<file path="config.mk">
export PLATFORM = sky130hd
export DESIGN_NAME = alu_issue_ctrl_flat
export DESIGN_NICKNAME = d
export VERILOG_FILES = /design/src/rtl/alu_pkg.sv /design/src/rtl/alu_issue_ctrl_if.sv /design/src/rtl/op_fifo.sv /design/src/rtl/alu_issue_ctrl.sv /design/src/flat_wrapper.sv
export SDC_FILE = /design/constraint.sdc
export NUM_CORES = 1
export LEC_CHECK = 0
export ABC_AREA = 1
export BUFFER_PORTS_ARGS = -buffer_cell sky130_fd_sc_hd__buf_2
export CORE_UTILIZATION = 50
export DETAILED_ROUTE_END_ITERATION = 6
export PLACE_DENSITY_LB_ADDON = 0.25
export SYNTH_ARGS = -nofsm -noshare
export SYNTH_HDL_FRONTEND = slang
export SYNTH_HIERARCHICAL = 1
export SYNTH_SLANG_ARGS = --single-unit
</file>
<file path="constraint.sdc">
create_clock -name clk -period 2.5 [get_ports clk]
set_input_delay 0.375 -clock clk [delete_from_list [all_inputs] [get_ports clk]]
set_output_delay 0.375 -clock clk [all_outputs]
set_load 0.01 [all_outputs]
</file>
<file path="src/rtl/alu_pkg.sv">
// Shared types for the ALU issue stage.
// Operation entry layout, select codes, FSM states.
package alu_pkg;

   localparam int OP_W = 19;

   typedef enum logic [2:0] {
      ALU_ADD = 3'b000,
      ALU_SUB = 3'b001,
      ALU_AND = 3'b010,
      ALU_OR  = 3'b011,
      ALU_XOR = 3'b100,
      ALU_NOT = 3'b101,
      ALU_SHL = 3'b110,
      ALU_SHR = 3'b111
   } alu_sel_t;

   typedef struct packed {
      logic [7:0] a;
      logic [7:0] b;
      alu_sel_t   sel;
   } op_t;

   typedef enum logic [1:0] {
      IDLE  = 2'd0,
      RUN   = 2'd1,
      STALL = 2'd2
   } state_t;

endpackage

</file>
<file path="src/rtl/alu_issue_ctrl_if.sv">
// Operation request and result handshake bundle.
// master = producer/consumer side, slave = issue stage.
interface alu_issue_ctrl_if;

   logic       in_valid;
   logic       in_ready;
   logic [7:0] in_a;
   logic [7:0] in_b;
   logic [2:0] in_sel;
   logic       res_valid;
   logic       res_ready;
   logic [7:0] res_data;
   logic       res_carry;
   logic       res_zero;

   modport master (
      output in_valid, in_a, in_b, in_sel, res_ready,
      input  in_ready, res_valid, res_data, res_carry, res_zero
   );

   modport slave (
      input  in_valid, in_a, in_b, in_sel, res_ready,
      output in_ready, res_valid, res_data, res_carry, res_zero
   );

endinterface

</file>
<file path="src/rtl/op_fifo.sv">
// Synchronous FIFO with combinational head read.
// Push/pop are ignored when full/empty respectively.
module op_fifo #(
   parameter  int DEPTH = 4,
   parameter  int W     = 19,
   localparam int AW    = $clog2(DEPTH),
   localparam int CW    = AW + 1
) (
   input  logic          clk,
   input  logic          rst,
   input  logic          push,
   input  logic          pop,
   input  logic [W-1:0]  wdata,
   output logic [W-1:0]  head,
   output logic          full,
   output logic          empty,
   output logic [CW-1:0] count
);

   logic [W-1:0]  mem [DEPTH];
   logic [AW-1:0] wptr;
   logic [AW-1:0] rptr;
   logic          do_push;
   logic          do_pop;

   assign full    = (count == CW'(DEPTH));
   assign empty   = (count == '0);
   assign do_push = push && !full;
   assign do_pop  = pop && !empty;
   assign head    = mem[rptr];

   always_ff @(posedge clk) begin
      if (do_push) mem[wptr] <= wdata;
   end

   always_ff @(posedge clk) begin
      if (rst) begin
         wptr  <= '0;
         rptr  <= '0;
         count <= '0;
      end else begin
         if (do_push) wptr <= wptr + 1'b1;
         if (do_pop)  rptr <= rptr + 1'b1;
         count <= count + CW'(do_push) - CW'(do_pop);
      end
   end

endmodule

</file>
<file path="src/rtl/alu_issue_ctrl.sv">
// Operand FIFO in front of the external ALU and a
// single-entry result slot behind it.
module alu_issue_ctrl
   import alu_pkg::*;
#(
   parameter  int DEPTH = 4,
   parameter  int W     = 8,
   localparam int CW    = $clog2(DEPTH) + 1
) (
   input  logic          clk,
   input  logic          rst,
   alu_issue_ctrl_if.slave io,
   output logic [W-1:0]  alu_a,
   output logic [W-1:0]  alu_b,
   output logic [2:0]    alu_sel,
   input  logic [W-1:0]  alu_out,
   input  logic          alu_carry,
   output logic [CW-1:0] fifo_count,
   output logic [15:0]   ops_done,
   output state_t        state
);

   op_t           wr_op;
   op_t           hd_op;
   logic          full;
   logic          empty;
   logic          push;
   logic          cap;
   logic          nxt_rv;
   logic [CW-1:0] nxt_cnt;

   assign wr_op = '{a: io.in_a, b: io.in_b,
                    sel: alu_sel_t'(io.in_sel)};

   assign io.in_ready = !rst && !full;
   assign push        = io.in_valid && io.in_ready;
   assign cap         = !empty && (!io.res_valid || io.res_ready);

   op_fifo #(
      .DEPTH (DEPTH),
      .W     (OP_W)
   ) u_fifo (
      .clk   (clk),
      .rst   (rst),
      .push  (push),
      .pop   (cap),
      .wdata (wr_op),
      .head  (hd_op),
      .full  (full),
      .empty (empty),
      .count (fifo_count)
   );

   // Idle ALU sees zeros so it never toggles on stale entries.
   always_comb begin
      alu_a   = '0;
      alu_b   = '0;
      alu_sel = '0;
      if (!empty) begin
         alu_a   = hd_op.a;
         alu_b   = hd_op.b;
         alu_sel = hd_op.sel;
      end
   end

   assign nxt_cnt = fifo_count + CW'(push) - CW'(cap);
   assign nxt_rv  = cap || (io.res_valid && !io.res_ready);

   always_ff @(posedge clk) begin
      if (rst) begin
         io.res_valid <= 1'b0;
         io.res_data  <= '0;
         io.res_carry <= 1'b0;
         io.res_zero  <= 1'b0;
         ops_done     <= '0;
         state        <= IDLE;
      end else begin
         if (cap) begin
            io.res_data  <= alu_out;
            io.res_carry <= alu_carry;
            io.res_zero  <= (alu_out == '0);
            ops_done     <= ops_done + 1'b1;
         end
         io.res_valid <= nxt_rv;
         unique case (1'b1)
            (nxt_cnt == '0 && !nxt_rv):
               state <= IDLE;
            (nxt_cnt != '0 && nxt_rv && !io.res_ready):
               state <= STALL;
            default:
               state <= RUN;
         endcase
      end
   end

endmodule

</file>
<file path="src/flat_wrapper.sv">
// flat-port wrapper written by rule: the top's interface ports become plain ports
module alu_issue_ctrl_flat import alu_pkg::*;
#(
   parameter  int DEPTH = 4,
   parameter  int W     = 8,
   localparam int CW    = $clog2(DEPTH) + 1
)
  (clk, rst, alu_a, alu_b, alu_sel, alu_out, alu_carry, fifo_count, ops_done, state, io_in_valid, io_in_a, io_in_b, io_in_sel, io_res_ready, io_in_ready, io_res_valid, io_res_data, io_res_carry, io_res_zero);
  alu_issue_ctrl_if io_i ();
  input  logic clk;
  input  logic rst;
  output logic [W-1:0] alu_a;
  output logic [W-1:0] alu_b;
  output logic [2:0] alu_sel;
  input  logic [W-1:0] alu_out;
  input  logic alu_carry;
  output logic [CW-1:0] fifo_count;
  output logic [15:0] ops_done;
  output state_t state;
  input wire logic [$bits(io_i.in_valid)-1:0] io_in_valid;
  input wire logic [$bits(io_i.in_a)-1:0] io_in_a;
  input wire logic [$bits(io_i.in_b)-1:0] io_in_b;
  input wire logic [$bits(io_i.in_sel)-1:0] io_in_sel;
  input wire logic [$bits(io_i.res_ready)-1:0] io_res_ready;
  output wire logic [$bits(io_i.in_ready)-1:0] io_in_ready;
  output wire logic [$bits(io_i.res_valid)-1:0] io_res_valid;
  output wire logic [$bits(io_i.res_data)-1:0] io_res_data;
  output wire logic [$bits(io_i.res_carry)-1:0] io_res_carry;
  output wire logic [$bits(io_i.res_zero)-1:0] io_res_zero;
  assign io_i.in_valid = io_in_valid;
  assign io_i.in_a = io_in_a;
  assign io_i.in_b = io_in_b;
  assign io_i.in_sel = io_in_sel;
  assign io_i.res_ready = io_res_ready;
  assign io_in_ready = io_i.in_ready;
  assign io_res_valid = io_i.res_valid;
  assign io_res_data = io_i.res_data;
  assign io_res_carry = io_i.res_carry;
  assign io_res_zero = io_i.res_zero;
  alu_issue_ctrl #(.DEPTH(DEPTH), .W(W)) u_core (.clk(clk), .rst(rst), .io(io_i), .alu_a(alu_a), .alu_b(alu_b), .alu_sel(alu_sel), .alu_out(alu_out), .alu_carry(alu_carry), .fifo_count(fifo_count), .ops_done(ops_done), .state(state));
endmodule
</file>
**Word-level counts from Yosys, hierarchy flattened**

Memories as Yosys holds them, arrays and structs flattened. A register that Yosys moved wholly into a read port is not among the register bits.
Cells that the tools add are included.

- Register bits after elaboration: 36
- Memories kept: 1
- Output and inout port bits: 52
- Bits of input ports: 32
- Memory bits (writable): 76

- Multiplexer cells: 8
- Reduce and logical (&&, ||, !) cells: 21
- $add $sub $neg: 7
- Eq/ne operators: 1

Memory list:

| name | words | bits a word | read ports | clocked after Yosys merged registers in | wr ports | RTL line | RTL |
|---|---|---|---|---|---|---|---|
| u_core.u_fifo.mem | 4 | 19 | 1 | 1 | 1 | op_fifo.sv:20 | `logic [W-1:0] mem [DEPTH];` |

Operators by type and width:

| kind | count |
|---|---|
| 16-bit by 1-bit adder with 16-bit output, second input constant | 1 |
| 8-bit two-way mux | 2 |
| 1-bit logical AND | 9 |
| 8-bit logical NOT | 1 |
| 3-bit by 1-bit adder with 3-bit output | 2 |
| 1-bit logical NOT | 6 |
| 3-bit logical NOT | 2 |
| 3-bit by 1-bit subtractor with 3-bit output | 2 |
| 2-bit by 1-bit adder with 2-bit output, second input constant | 2 |
| 2-bit two-way mux | 2 |
| 2-bit one-hot mux with 2 select lines | 1 |
| 3-bit == test, second input constant | 1 |
| 3-bit two-way mux | 1 |
| 3-bit nonzero test | 1 |
| 1-bit logical OR | 2 |
| 1-bit two-way mux | 2 |

**Logic depth before layout (Yosys ltp)**

Gate-level depths: netlist of run 1.

- Depth after elaboration: 10
- Depth in mapped cells: 17
- Gate-level depth less buffers: 16

**Cells and area by module**

Netlist of run 1, hierarchy kept.

By module, submodules not included:

| module | seq. area each (µm²) | instances | cells each | area each (µm²) |
|---|---|---|---|---|
| op_fifo | 2462.4 | 1 | 253 | 3342.0 |
| alu_issue_ctrl | 580.6 | 1 | 243 | 1606.5 |

**Least setup slack after synthesis of run 1**

OpenSTA, ideal clock, no wires.

- Kind: register to register
- From: register u_core.u_fifo.count[1]
- To: memory u_core.u_fifo.mem[1][0] (enable)
- Clock period less this slack: 2521 ps
- Cell stages (with the launch flop): 9
- Buffers on the path: 0
- Arrival time: 2126 ps
- Setup slack: -21 ps
- Cells stage by stage: dfxtp_1 > nor2_1 > nand2_1 > inv_1 > nor2_1 > nand2_1 > inv_1 > nand2_1 > nor2_1

- Cells in the longest elaborated chain, start to end: 7

RTL lines:

| element | RTL line | RTL |
|---|---|---|
| start, declared | op_fifo.sv:17 | `output logic [CW-1:0] count` |
| start signal, assigned | op_fifo.sv:44 | `count <= count + CW'(do_push) - CW'(do_pop);` |
| 3-bit == test | op_fifo.sv:26 | `assign full = (count == CW'(DEPTH));` |
| net u_core.full | alu_issue_ctrl.sv:25 | `logic full;` |
| 1-bit logical NOT | alu_issue_ctrl.sv:35 | `assign io.in_ready = !rst && !full;` |
| 1-bit logical AND | alu_issue_ctrl.sv:35 |  |
| net io_in_ready | flat_wrapper.sv:25 | `output wire logic [$bits(io_i.in_ready)-1:0] io_in_ready;` |
| 1-bit logical AND | alu_issue_ctrl.sv:36 | `assign push = io.in_valid && io.in_ready;` |
| net u_core.push | alu_issue_ctrl.sv:27 | `logic push;` |
| 1-bit logical AND | op_fifo.sv:28 | `assign do_push = push && !full;` |
| 1-bit two-way mux | op_fifo.sv:33 | `if (do_push) mem[wptr] <= wdata;` |
| 1-bit two-way mux (not written as such) | op_fifo.sv:33 |  |
| end, declared | op_fifo.sv:20 |  |

The timed path passes the listed nets, and every way through them passes these cells.

==> qor.json, run 1 <==
{
  "clocking": {
    "clock_latency_ns": 0.50,
    "cts_sinks": 114,
    "cts-hold-fix-buffers": 0,
    "postCtsSetupRepairBufs": 0,
    "clk_path_buf_depth": 2,
    "cts_tree": "yes",
    "cts_buffers": 17,
    "clock_tree.root_cell": "clkbuf_8",
    "post_cts_sizing_count": 0,
    "cts_h_tree_lvls": 4,
    "path_clk_slew_ns": 0.06
  },
  "final_layout": {
    "postLayoutCellArea_mm2": 0.00610,
    "register_cell_area_after_layout_mm2": 0.00305,
    "multi_input_area_mm2": 0.00152,
    "most_common_library_cell_in_the_layout_ignoring_fill_and_taps": "nor2_1",
    "filler_cell_count": 757,
    "insertedDiodeCount": 0,
    "area_growth_pct": 23.2,
    "final_layout_size_suffix_gt1_share_pct": 26.3,
    "final_cells": 733,
    "most-common-layout-cells": "nor2_1 (102), buf_2 (83), edfxtp_1 (76)",
    "final_net_count": 634
  },
  "critical_path": {
    "max_fo_critical_path": 15,
    "worst_ep_arrival_time_ns": 1.92,
    "critPathLaunchType": "register",
    "capturing_element_type_of_the_critical_path": "primary output",
    "crit_required_ns": 2.12,
    "path_class": "register to primary output",
    "setup.reg_to_reg.worst_slack_ns": 0.23
  },
  "sta": {
    "skew_ns": 0.0103,
    "tightestPinTransition_ns": 0.605,
    "grt_setup_unrepaired": "false",
    "shortest_clock_period_the_worst_path_allows_after_layout_ns": 2.29,
    "timing.final.crit_share_pct": 91.8,
    "max-slew-margin-rel_pct": 59.6,
    "setup_total_negative_slack_ns": 0,
    "endpoints_failing_hold": 0,
    "finalMaxSlewViolations": 0,
    "setup_viol_count_final": 0,
    "fmax_mhz": 436
  },
  "placed_design": {
    "placed_cells": 701,
    "dpl-instance-area_mm2": 0.00548,
    "number_of_buffer_cells_added_on_primary_ports": 83,
    "final_gp_congestion": 0.776,
    "hpwlAfterDp_um": 6300
  },
  "detailed_routing": {
    "wirelength_um": 10300,
    "detail_route.first_pass.iterations": 5,
    "detailroute.via_count": 3658,
    "avgViaCountPerCell": 4.99,
    "route.antenna.remaining_nets": 0,
    "initialDrtViolationCount": 159,
    "detail_route.drc_violations": 0,
    "drt-wirelength-per-cell_um": 14.0
  },
  "grt": {
    "grt.total_usage_pct": 21.3,
    "grt_overflow": 0,
    "grt_first_pass_wirelength_um": 16400,
    "antenna_found_initial": 1,
    "grt_start_max_net_pins": 39,
    "vias_in_the_first_global_route": 3462
  },
  "logic_synthesis": {
    "postSynthNetCount": 539,
    "yosys_warnings": 6,
    "synthCells": 496,
    "synth_seq_cells": 114,
    "part_of_the_yosys_area_used_for_sequential_elements_pct": 61.5,
    "post_synth_instance_area_mm2": 0.00495,
    "synth_cell_type_count": 34,
    "syn_avg_cell_area_um2": 9.98
  },
  "floorplan": {
    "die_h_um": 101,
    "floorplan.die.width_um": 101,
    "area_enclosed_by_the_die_boundary_mm2": 0.0103,
    "num_io_pins": 84,
    "placeableCoreArea_mm2": 0.00942,
    "placement_rows": 35,
    "initial_core_util_pct": 52.6
  },
  "outcome": {
    "run_status": "complete, no violations"
  },
  "pwr": {
    "report.power.total_w": 0.00681,
    "power_per_cell_area_mw_per_mm2": 1120,
    "power.ir.vdd_worst_mv": 0.571,
    "total_leakage_power_nw": 2.66
  },
  "min_path": {
    "hold_class": "primary input to register"
  },
  "job": {
    "max_cap_viol_count": 0
  }
}
-- flip-flops by register name, indices dropped and copies added, names as in the netlist, named ones only --
register             flops
u_core/u_fifo/mem       76
u_core/ops_done         16
u_core/io.res_data       8
u_core/u_fifo/count      3
u_core/state             2
u_core/u_fifo/rptr       2
u_core/u_fifo/wptr       2
u_core/io.res_carry      1
u_core/io.res_valid      1
u_core/io.res_zero       1
-- critical path, stage by stage, from the launching register on --
cell     delay [ns]
dfxtp_1        0.45
buf_4          0.28
o21ai_0        0.13
o22ai_1        0.16
inv_1          0.07
nor2_1         0.17
buf_2          0.17
-- per-stage QoR --
step	hold slack, ns	utilization, %	worst slack, ns
3_3_place_gp	0.454	58.2	0.220
2_1_floorplan	0.446	-	-0.0206
3_5_place_dp	0.471	58.2	0.0710
4_1_cts	0.0655	64.6	0.0502
6_report	0.0855	64.8	0.205
5_1_grt	0.0653	64.8	0.0129
-- area by class of cell --
class / instances / area share, %
multi-input combinational: 293 / 24.9
sequential: 114 / 49.9
clock buffer: 24 / 8.25
clock inverter: 8 / 1.60
tap: 129 / 2.65
inverter: 71 / 4.41
timing repair buffer: 94 / 8.23
-- routing by layer --
metal / GRT usage [%] / routed length, um / share of wire, %
met1: 26.1 / 4600 / 45
met2: 34.9 / 4950 / 48
met3: 7.38 / 659 / 6.4
met4: 8.03 / 55 / 0.54
met5: 0 / 10 / 0.097
-- path summary, 6_finish.rpt --
path                                                         from                            endpoint  depth (start not counted)
worst max register to register  u_core/u_fifo/count[0]$_SDFF_PP0_          u_core/state[0]$_SDFF_PP0_                         15
worst max-delay path                                     register                          alu_sel[2]                          6
worst min-delay path                                   io_in_a[7]  u_core/u_fifo/mem[0][18]$_DFFE_PP_                          1
worst min register to register    u_core/io.res_zero$_SDFFE_PP0P_     u_core/io.res_zero$_SDFFE_PP0P_                          2
-- synth_stat cells (all sizes together) --
library cell,number,share of area [%]
o22ai,19,2.4
xor2,1,0.18
buf,14,2.5
nand3,13,1.5
a211oi,2,0.30
edfxtp,76,46
dfxtp,38,15
nand4,6,0.88
xnor2,1,0.18
a21oi,17,1.7
nor3,4,0.63
inv,71,5.4
ha,9,2.3
o21ai,51,5.3
o21bai,1,0.23
nand2,54,4.5
nor2,113,9.4
clkbuf,4,0.35
fa,2,0.81
-- power by group --
| group | leakage, nW | switching (W) | total [W] | internal [W] |
|---|---|---|---|---|
| logic | 1.37 | 0.00130 | 0.00203 | 0.000722 |
| registers | 1.00 | 0.000138 | 0.00239 | 0.00226 |
| clock network | 0.287 | 0.000804 | 0.00239 | 0.00158 |
| total | 2.66 | 0.00225 | 0.00681 | 0.00456 |
-- logic make-up after synthesis --
group / after synthesis / synth area share (%)
AO/OA/AOI/OAI: 90 / 9.96
adder cells (fa/ha/maj): 11 / 3.08
buffers and inverters: 89 / 8.22
AND/OR/NAND/NOR: 190 / 16.9
flip-flops: 114 / 61.5
XOR/XNOR: 2 / 0.354
No activity file was read; power rests on OpenSTA's default activity.
==> run 2: changes to the inputs <==
--- a/config.mk
+++ b/config.mk
@@ -10,6 +10,7 @@
 export CORE_UTILIZATION = 50
 export DETAILED_ROUTE_END_ITERATION = 6
 export PLACE_DENSITY_LB_ADDON = 0.25
+export RECOVER_POWER = 50
 export SYNTH_ARGS = -nofsm -noshare
 export SYNTH_HDL_FRONTEND = slang
 export SYNTH_HIERARCHICAL = 1
==> qor.json, run 2 (synthesis results as in run 1) <==
{
  "outcome": {
    "run_status": "complete, no violations"
  },
  "final_layout": {
    "insertedDiodeCount": {"value": 0, "change": "unchanged"},
    "final_net_count": {"value": 634, "change": "unchanged"},
    "register_with_the_highest_flop_count": "u_core/u_fifo/mem",
    "filler_cell_count": {"value": 795, "change": "+5.0%"},
    "final_cells": {"value": 733, "change": "unchanged"},
    "multi_input_area": {"value": 0.00150, "unit": "mm2", "change": "-0.99%"},
    "final_layout_size_suffix_gt1_share": {"value": 17.4, "unit": "%", "change": "-8.9 points"},
    "postLayoutCoreUtil": {"value": 63.9, "unit": "%", "change": "-0.90 points"},
    "biggestRegsByFlops": "u_core/u_fifo/mem (76), u_core/ops_done (16), u_core/io.res_data (8)",
    "most-common-layout-cells": "nor2_1 (104), edfxtp_1 (76), inv_1 (62)",
    "register_cell_area_after_layout": {"value": 0.00305, "unit": "mm2", "change": "unchanged"},
    "largest_reg_flops": {"value": 76, "change": "unchanged"},
    "area_growth_pct": 21.5,
    "most_common_library_cell_in_the_layout_ignoring_fill_and_taps": "nor2_1"
  },
  "job": {
    "max_cap_viol_count": {"value": 0, "change": "unchanged"}
  },
  "detailed_routing": {
    "detailroute.via_count": {"value": 3681, "change": "+0.63%"},
    "detail_route.drc_violations": {"value": 0, "change": "unchanged"},
    "route.antenna.remaining_nets": {"value": 0, "change": "unchanged"},
    "detail_route.first_pass.iterations": {"value": 4, "change": "-1"},
    "avgViaCountPerCell": {"value": 5.02, "change": "+0.63%"},
    "wirelength": {"value": 10200, "unit": "um", "change": "-0.37%"},
    "drt-wirelength-per-cell": {"value": 14.0, "unit": "um", "change": "-0.37%"},
    "initialDrtViolationCount": {"value": 158, "change": "-0.63%"}
  },
  "clocking": {
    "cts-hold-fix-buffers": {"value": 0, "change": "unchanged"},
    "path_clk_slew": {"value": 0.06, "unit": "ns", "change": "about the same"},
    "cts_sinks": {"value": 114, "change": "unchanged"},
    "post_cts_sizing_count": {"value": 0, "change": "unchanged"},
    "postCtsSetupRepairBufs": {"value": 0, "change": "unchanged"},
    "clk_path_buf_depth": {"value": 2, "change": "unchanged"},
    "cts_tree": "yes",
    "clock_tree.root_cell": "clkbuf_8",
    "cts_h_tree_lvls": {"value": 4, "change": "unchanged"},
    "clock_latency": {"value": 0.50, "unit": "ns", "change": "about the same"},
    "cts_buffers": {"value": 17, "change": "unchanged"}
  },
  "pwr": {
    "power.switching": {"value": 0.00224, "unit": "W", "change": "-0.28%"},
    "power.ir.vdd_worst": {"value": 0.542, "unit": "mV", "change": "-5.0%"},
    "p_clk_share": {"value": 35.4, "unit": "%", "change": "+0.3 points"},
    "power_per_cell_area": {"value": 1120, "unit": "mW/mm2", "change": "+0.53%"},
    "switching_share": {"value": 33.2, "unit": "%", "change": "+0.20 points"},
    "share_comb_of_total_power": {"value": 29.1, "unit": "%", "change": "-0.7 points"},
    "seq_power_share": {"value": 35.5, "unit": "%", "change": "+0.3 points"},
    "power.internal": {"value": 0.00451, "unit": "W", "change": "-1.2%"},
    "total_leakage_power": {"value": 2.47, "unit": "nW", "change": "-7.0%"}
  },
  "sta": {
    "grt_setup_unrepaired": "false",
    "timing.final.crit_share": {"value": 91.3, "unit": "%", "change": "-0.51 points"},
    "tightestPinTransition": {"value": 0.765, "unit": "ns", "change": "+0.160 ns"},
    "hold-worst-slack": {"value": 0.112, "unit": "ns", "change": "+0.0269 ns"},
    "skew": {"value": 0.0111, "unit": "ns", "change": "+0.000849 ns"},
    "endpoints_failing_hold": {"value": 0, "change": "unchanged"},
    "max-slew-margin-rel": {"value": 49.0, "unit": "%", "change": "-11 points"},
    "fmax": {"value": 438, "unit": "MHz", "change": "+0.56%"},
    "finalMaxSlewViolations": {"value": 0, "change": "unchanged"},
    "shortest_clock_period_the_worst_path_allows_after_layout": {"value": 2.28, "unit": "ns", "change": "-0.0127 ns"},
    "setup_viol_count_final": {"value": 0, "change": "unchanged"}
  },
  "critical_path": {
    "max_fo_critical_path": {"value": 15, "change": "unchanged"},
    "critPathLaunchType": "register",
    "path_class": "register to primary output",
    "worst_ep_arrival_time": {"value": 1.91, "unit": "ns", "change": "about the same"},
    "crit_required": {"value": 2.12, "unit": "ns", "change": "about the same"},
    "capturing_element_type_of_the_critical_path": "primary output"
  },
  "floorplan": {
    "initial_core_util": {"value": 52.6, "unit": "%", "change": "unchanged"},
    "area_enclosed_by_the_die_boundary": {"value": 0.0103, "unit": "mm2", "change": "unchanged"},
    "placeableCoreArea": {"value": 0.00942, "unit": "mm2", "change": "unchanged"},
    "floorplan.die.width": {"value": 101, "unit": "um", "change": "unchanged"},
    "num_io_pins": {"value": 84, "change": "unchanged"},
    "placement_rows": {"value": 35, "change": "unchanged"},
    "die_h": {"value": 101, "unit": "um", "change": "unchanged"}
  },
  "grt": {
    "vias_in_the_first_global_route": {"value": 3462, "change": "unchanged"},
    "grt_first_pass_wirelength": {"value": 16400, "unit": "um", "change": "unchanged"},
    "grt_overflow": {"value": 0, "change": "unchanged"},
    "grt_start_max_net_pins": {"value": 39, "change": "unchanged"},
    "grt.total_usage": {"value": 21.3, "unit": "%", "change": "unchanged"},
    "antenna_found_initial": {"value": 0, "change": "-1"}
  },
  "placed_design": {
    "final_gp_congestion": {"value": 0.776, "change": "unchanged"},
    "placed_cells": {"value": 701, "change": "unchanged"},
    "hpwlAfterDp": {"value": 6300, "unit": "um", "change": "unchanged"},
    "number_of_buffer_cells_added_on_primary_ports": {"value": 83, "change": "unchanged"}
  },
  "min_path": {
    "hold_class": "primary input to register"
  }
}
[run 2: per-stage QoR]
stage / TNS (ns) / setup WS [ns] / total power (W) / cell area, um2
final: 0 / 0.218 / 0.00675 / 6010
after global routing: 0 / 0.0160 / 0.00716 / 6010
after CTS: 0 / 0.0502 / 0.00683 / 6080
after detailed placement: 0 / 0.0710 / 0.00442 / 5480
after global placement: 0 / 0.220 / 0.00436 / 5480
after floorplan: -1.57 / -0.0206 / 0.00385 / 4950
[run 2: critical path, cell delays in order, from the launching register on]
cell and delay, ns:
dfxtp_1 0.45, buf_4 0.28, o21ai_0 0.13, o22ai_1 0.16
inv_1 0.07, nor2_1 0.16, buf_2 0.17
[run 2: layout make-up]
type | instances | area share [%]
Sequential cell | 114 | 50.7
Multi-Input combinational cell | 293 | 25.0
Clock buffer | 24 | 8.37
Timing Repair Buffer | 94 | 7.18
Inverter | 71 | 4.47
Tap cell | 129 | 2.68
Clock inverter | 8 | 1.62
[run 2: final timing paths]
check,from,to,slack (ns),depth (start not counted)
hold reg to reg,u_core/io.res_zero$_SDFFE_PP0P_,u_core/io.res_zero$_SDFFE_PP0P_,0.48,2
setup reg to reg,u_core/u_fifo/count[0]$_SDFF_PP0_,u_core/state[0]$_SDFF_PP0_,0.23,15
setup / recovery,register,alu_sel[2],0.22,6
hold / removal,alu_out[3],u_core/io.res_data[3]$_SDFFE_PP0P_,0.11,3
[run 2: power groups by stage]
stage          sequential [W]  combinational, W  clock, W
5_1_grt               0.00242           0.00223   0.00251
6_report              0.00240           0.00196   0.00239
4_1_cts               0.00238           0.00203   0.00242
3_5_place_dp          0.00241           0.00201         0
2_1_floorplan         0.00246           0.00138         0
3_3_place_gp          0.00240           0.00196         0
[run 2: layer usage]
metal  global-route usage [%]  vias to the layer above  wire (um)
met2                     34.9                      134       4960
met1                     26.1                     1704       4520
met4                     8.03                        0         89
li1                         -                     1833          -
met5                        0                        -          0
met3                     7.38                       10        669
==> run 3: changes to the inputs <==
--- a/config.mk
+++ b/config.mk
@@ -7,7 +7,7 @@
 export LEC_CHECK = 0
 export ABC_AREA = 1
 export BUFFER_PORTS_ARGS = -buffer_cell sky130_fd_sc_hd__buf_2
-export CORE_UTILIZATION = 50
+export CORE_UTILIZATION = 40
 export DETAILED_ROUTE_END_ITERATION = 6
 export PLACE_DENSITY_LB_ADDON = 0.25
 export RECOVER_POWER = 50
==> qor.json, run 3 (synthesis results as in run 1) <==
{
  "outcome": {
    "run_status": "complete, no violations"
  },
  "placed_design": {
    "hpwlAfterDp": {"value": 6640, "unit": "um", "change": "+5.4%"},
    "dpl-instance-area": {"value": 0.00551, "unit": "mm2", "change": "+0.55%"},
    "number_of_buffer_cells_added_on_primary_ports": {"value": 83, "change": "unchanged"},
    "final_gp_congestion": {"value": 0.834, "change": "+7.4%"},
    "placed_cells": {"value": 720, "change": "+2.7%"}
  },
  "sta": {
    "hold-worst-slack": {"value": 0.221, "unit": "ns", "change": "+0.109 ns"},
    "max-slew-margin-rel": {"value": 51.8, "unit": "%", "change": "+2.8 points"},
    "finalMaxSlewViolations": {"value": 0, "change": "unchanged"},
    "shortest_clock_period_the_worst_path_allows_after_layout": {"value": 2.27, "unit": "ns", "change": "-0.00784 ns"},
    "fmax": {"value": 440, "unit": "MHz", "change": "+0.34%"},
    "skew": {"value": 0.00643, "unit": "ns", "change": "-0.00470 ns"},
    "tightestPinTransition": {"value": 0.724, "unit": "ns", "change": "-0.0417 ns"},
    "setup_viol_count_final": {"value": 0, "change": "unchanged"},
    "endpoints_failing_hold": {"value": 0, "change": "unchanged"},
    "timing.final.crit_share": {"value": 91.0, "unit": "%", "change": "-0.31 points"}
  },
  "final_layout": {
    "most-common-layout-cells": "nor2_1 (102), edfxtp_1 (76), inv_1 (63)",
    "postLayoutCoreUtil": {"value": 50.1, "unit": "%", "change": "-14 points"},
    "final_cells": {"value": 752, "change": "+2.6%"},
    "area_growth_pct": 21.7,
    "most_common_library_cell_in_the_layout_ignoring_fill_and_taps": "nor2_1",
    "final_net_count": {"value": 635, "change": "+0.16%"},
    "biggestRegsByFlops": "u_core/u_fifo/mem (76), u_core/ops_done (16), u_core/io.res_data (8)",
    "postLayoutCellArea": {"value": 0.00602, "unit": "mm2", "change": "+0.19%"},
    "largest_reg_flops": {"value": 76, "change": "unchanged"},
    "register_with_the_highest_flop_count": "u_core/u_fifo/mem",
    "final_layout_size_suffix_gt1_share": {"value": 17.2, "unit": "%", "change": "-0.19 points"},
    "insertedDiodeCount": {"value": 0, "change": "unchanged"}
  },
  "detailed_routing": {
    "route.antenna.remaining_nets": {"value": 0, "change": "unchanged"},
    "detail_route.first_pass.iterations": {"value": 4, "change": "unchanged"},
    "detailroute.via_count": {"value": 3669, "change": "-0.33%"},
    "detail_route.drc_violations": {"value": 0, "change": "unchanged"},
    "drt-wirelength-per-cell": {"value": 13.8, "unit": "um", "change": "-0.94%"},
    "avgViaCountPerCell": {"value": 4.88, "change": "-2.8%"},
    "wirelength": {"value": 10400, "unit": "um", "change": "+1.6%"},
    "initialDrtViolationCount": {"value": 176, "change": "+11%"}
  },
  "clocking": {
    "clk_path_buf_depth": {"value": 2, "change": "unchanged"},
    "path_clk_slew": {"value": 0.05, "unit": "ns", "change": "about the same"},
    "post_cts_sizing_count": {"value": 0, "change": "unchanged"},
    "cts-hold-fix-buffers": {"value": 0, "change": "unchanged"},
    "cts_tree": "yes",
    "postCtsSetupRepairBufs": {"value": 0, "change": "unchanged"},
    "cts_buffers": {"value": 17, "change": "unchanged"},
    "clock_latency": {"value": 0.40, "unit": "ns", "change": "-0.10 ns"},
    "clock_tree.root_cell": "clkbuf_16",
    "cts_h_tree_lvls": {"value": 4, "change": "unchanged"},
    "cts_sinks": {"value": 114, "change": "unchanged"}
  },
  "critical_path": {
    "crit_required": {"value": 2.84, "unit": "ns", "change": "+0.72 ns"},
    "crit_start": "u_core/u_fifo/count[0]$_SDFF_PP0_",
    "critical_path.reg2reg.startpoint": "u_core/u_fifo/count[0]$_SDFF_PP0_",
    "r2r_worst_path_depth": {"value": 15, "change": "unchanged"},
    "crit_buf_inv": {"value": 4, "change": "+1"},
    "crit-reg2reg-capture": "u_core/state[0]$_SDFF_PP0_",
    "critical_path.top_delay_family": "adder cells",
    "path_class": "register to register",
    "worst_ep_arrival_time": {"value": 2.61, "unit": "ns", "change": "+0.70 ns"},
    "critical_path.cell_chain": "nor2_1 > nand2_2 > inv_1 > inv_2 > nand2_4 > inv_2 > ha_1 > inv_1 > ha_1 > fa_1 > nor2_2 > nand3_1 > nand2_1 > nand2_1 > nor2_1",
    "timing.critical_path.slowest_cell_delay": {"value": 0.45, "unit": "ns", "change": "about the same"},
    "cpMaxStageDelayCell": "fa_1",
    "capturing_element_type_of_the_critical_path": "register",
    "critPathLaunchType": "register",
    "max_fo_critical_path": {"value": 6, "change": "-9"},
    "setup.reg_to_reg.worst_slack": {"value": 0.23, "unit": "ns", "change": "about the same"}
  },
  "grt": {
    "antenna_found_initial": {"value": 1, "change": "+1"},
    "grt_start_max_net_pins": {"value": 39, "change": "unchanged"},
    "grt_first_pass_wirelength": {"value": 17000, "unit": "um", "change": "+3.4%"},
    "grt.total_usage": {"value": 17.6, "unit": "%", "change": "-3.7 points"},
    "grt_overflow": {"value": 0, "change": "unchanged"},
    "vias_in_the_first_global_route": {"value": 3516, "change": "+1.6%"}
  },
  "min_path": {
    "min-delay-start": "alu_out[3]",
    "hold_class": "primary input to register",
    "holdPathEnd": "u_core/io.res_data[3]$_SDFFE_PP0P_",
    "worst_hold_path.num_cells": {"value": 3, "change": "unchanged"}
  },
  "job": {
    "max_cap_viol_count": {"value": 0, "change": "unchanged"}
  },
  "floorplan": {
    "die_h": {"value": 113, "unit": "um", "change": "+12%"},
    "placeableCoreArea": {"value": 0.0120, "unit": "mm2", "change": "+28%"},
    "initial_core_util": {"value": 41.2, "unit": "%", "change": "-11 points"},
    "placement_rows": {"value": 40, "change": "+14%"},
    "floorplan.die.width": {"value": 113, "unit": "um", "change": "+12%"},
    "num_io_pins": {"value": 84, "change": "unchanged"},
    "area_enclosed_by_the_die_boundary": {"value": 0.0128, "unit": "mm2", "change": "+24%"}
  },
  "pwr": {
    "power_per_cell_area": {"value": 1110, "unit": "mW/mm2", "change": "-1.0%"},
    "total_leakage_power": {"value": 2.47, "unit": "nW", "change": "about the same"},
    "power.ir.vdd_worst": {"value": 0.612, "unit": "mV", "change": "+13%"}
  }
}
[run 3: power breakdown]
group | leakage [nW] | internal [W] | switching [W]
Combinational | 1.19 | 0.000678 | 0.00130
Sequential | 0.999 | 0.00226 | 0.000129
Clock | 0.283 | 0.00154 | 0.000788
Total | 2.47 | 0.00448 | 0.00222
[run 3: metrics by stage]
stage	TNS, ns	worst slack (ns)	total power (W)
after floorplan	-1.57	-0.0206	0.00385
after global placement	0	0.236	0.00439
after detailed placement	0	0.131	0.00445
after CTS	0	0.114	0.00680
after global routing	-0.00217	-0.00217	0.00719
final	0	0.226	0.00669
[run 3: worst max path at each step]
stage,endpoint,slack (ns),cells after the start
after floorplan,u_core/u_fifo/mem[1][0]$_DFFE_PP_,-0.02,8
after global placement,u_core/state[0]$_SDFF_PP0_,0.24,15
after detailed placement,u_core/state[0]$_SDFF_PP0_,0.13,15
after CTS,u_core/state[0]$_SDFF_PP0_,0.11,15
after global routing,u_core/state[0]$_SDFF_PP0_,-0.002,15
final,u_core/state[0]$_SDFF_PP0_,0.23,15
[run 3: final cells by class]
class,count,area [um2]
tap,147,184
clock buffer,19,433
inverter,71,267
multi-input combinational,293,1520
fill,1126,5990
timing repair buffer,95,437
sequential,114,3040
clock inverter,13,143
[run 3: per-layer routing]
| metal | share of wire (%) | wire length (um) | GRT usage, % | vias up |
|---|---|---|---|---|
| met4 | 1.2 | 126 | 7.37 | 2 |
| met5 | 0.12 | 13 | 0 | - |
| li1 | - | - | - | 1839 |
| met1 | 44 | 4560 | 21.3 | 1696 |
| met2 | 48 | 5000 | 28.6 | 119 |
| met3 | 6.8 | 711 | 6.37 | 13 |
[run 3: tightest hold or removal path, stage by stage]
cell	delay, ns
buf_2	0.08
nor2_1	0.04
nor2_1	0.09
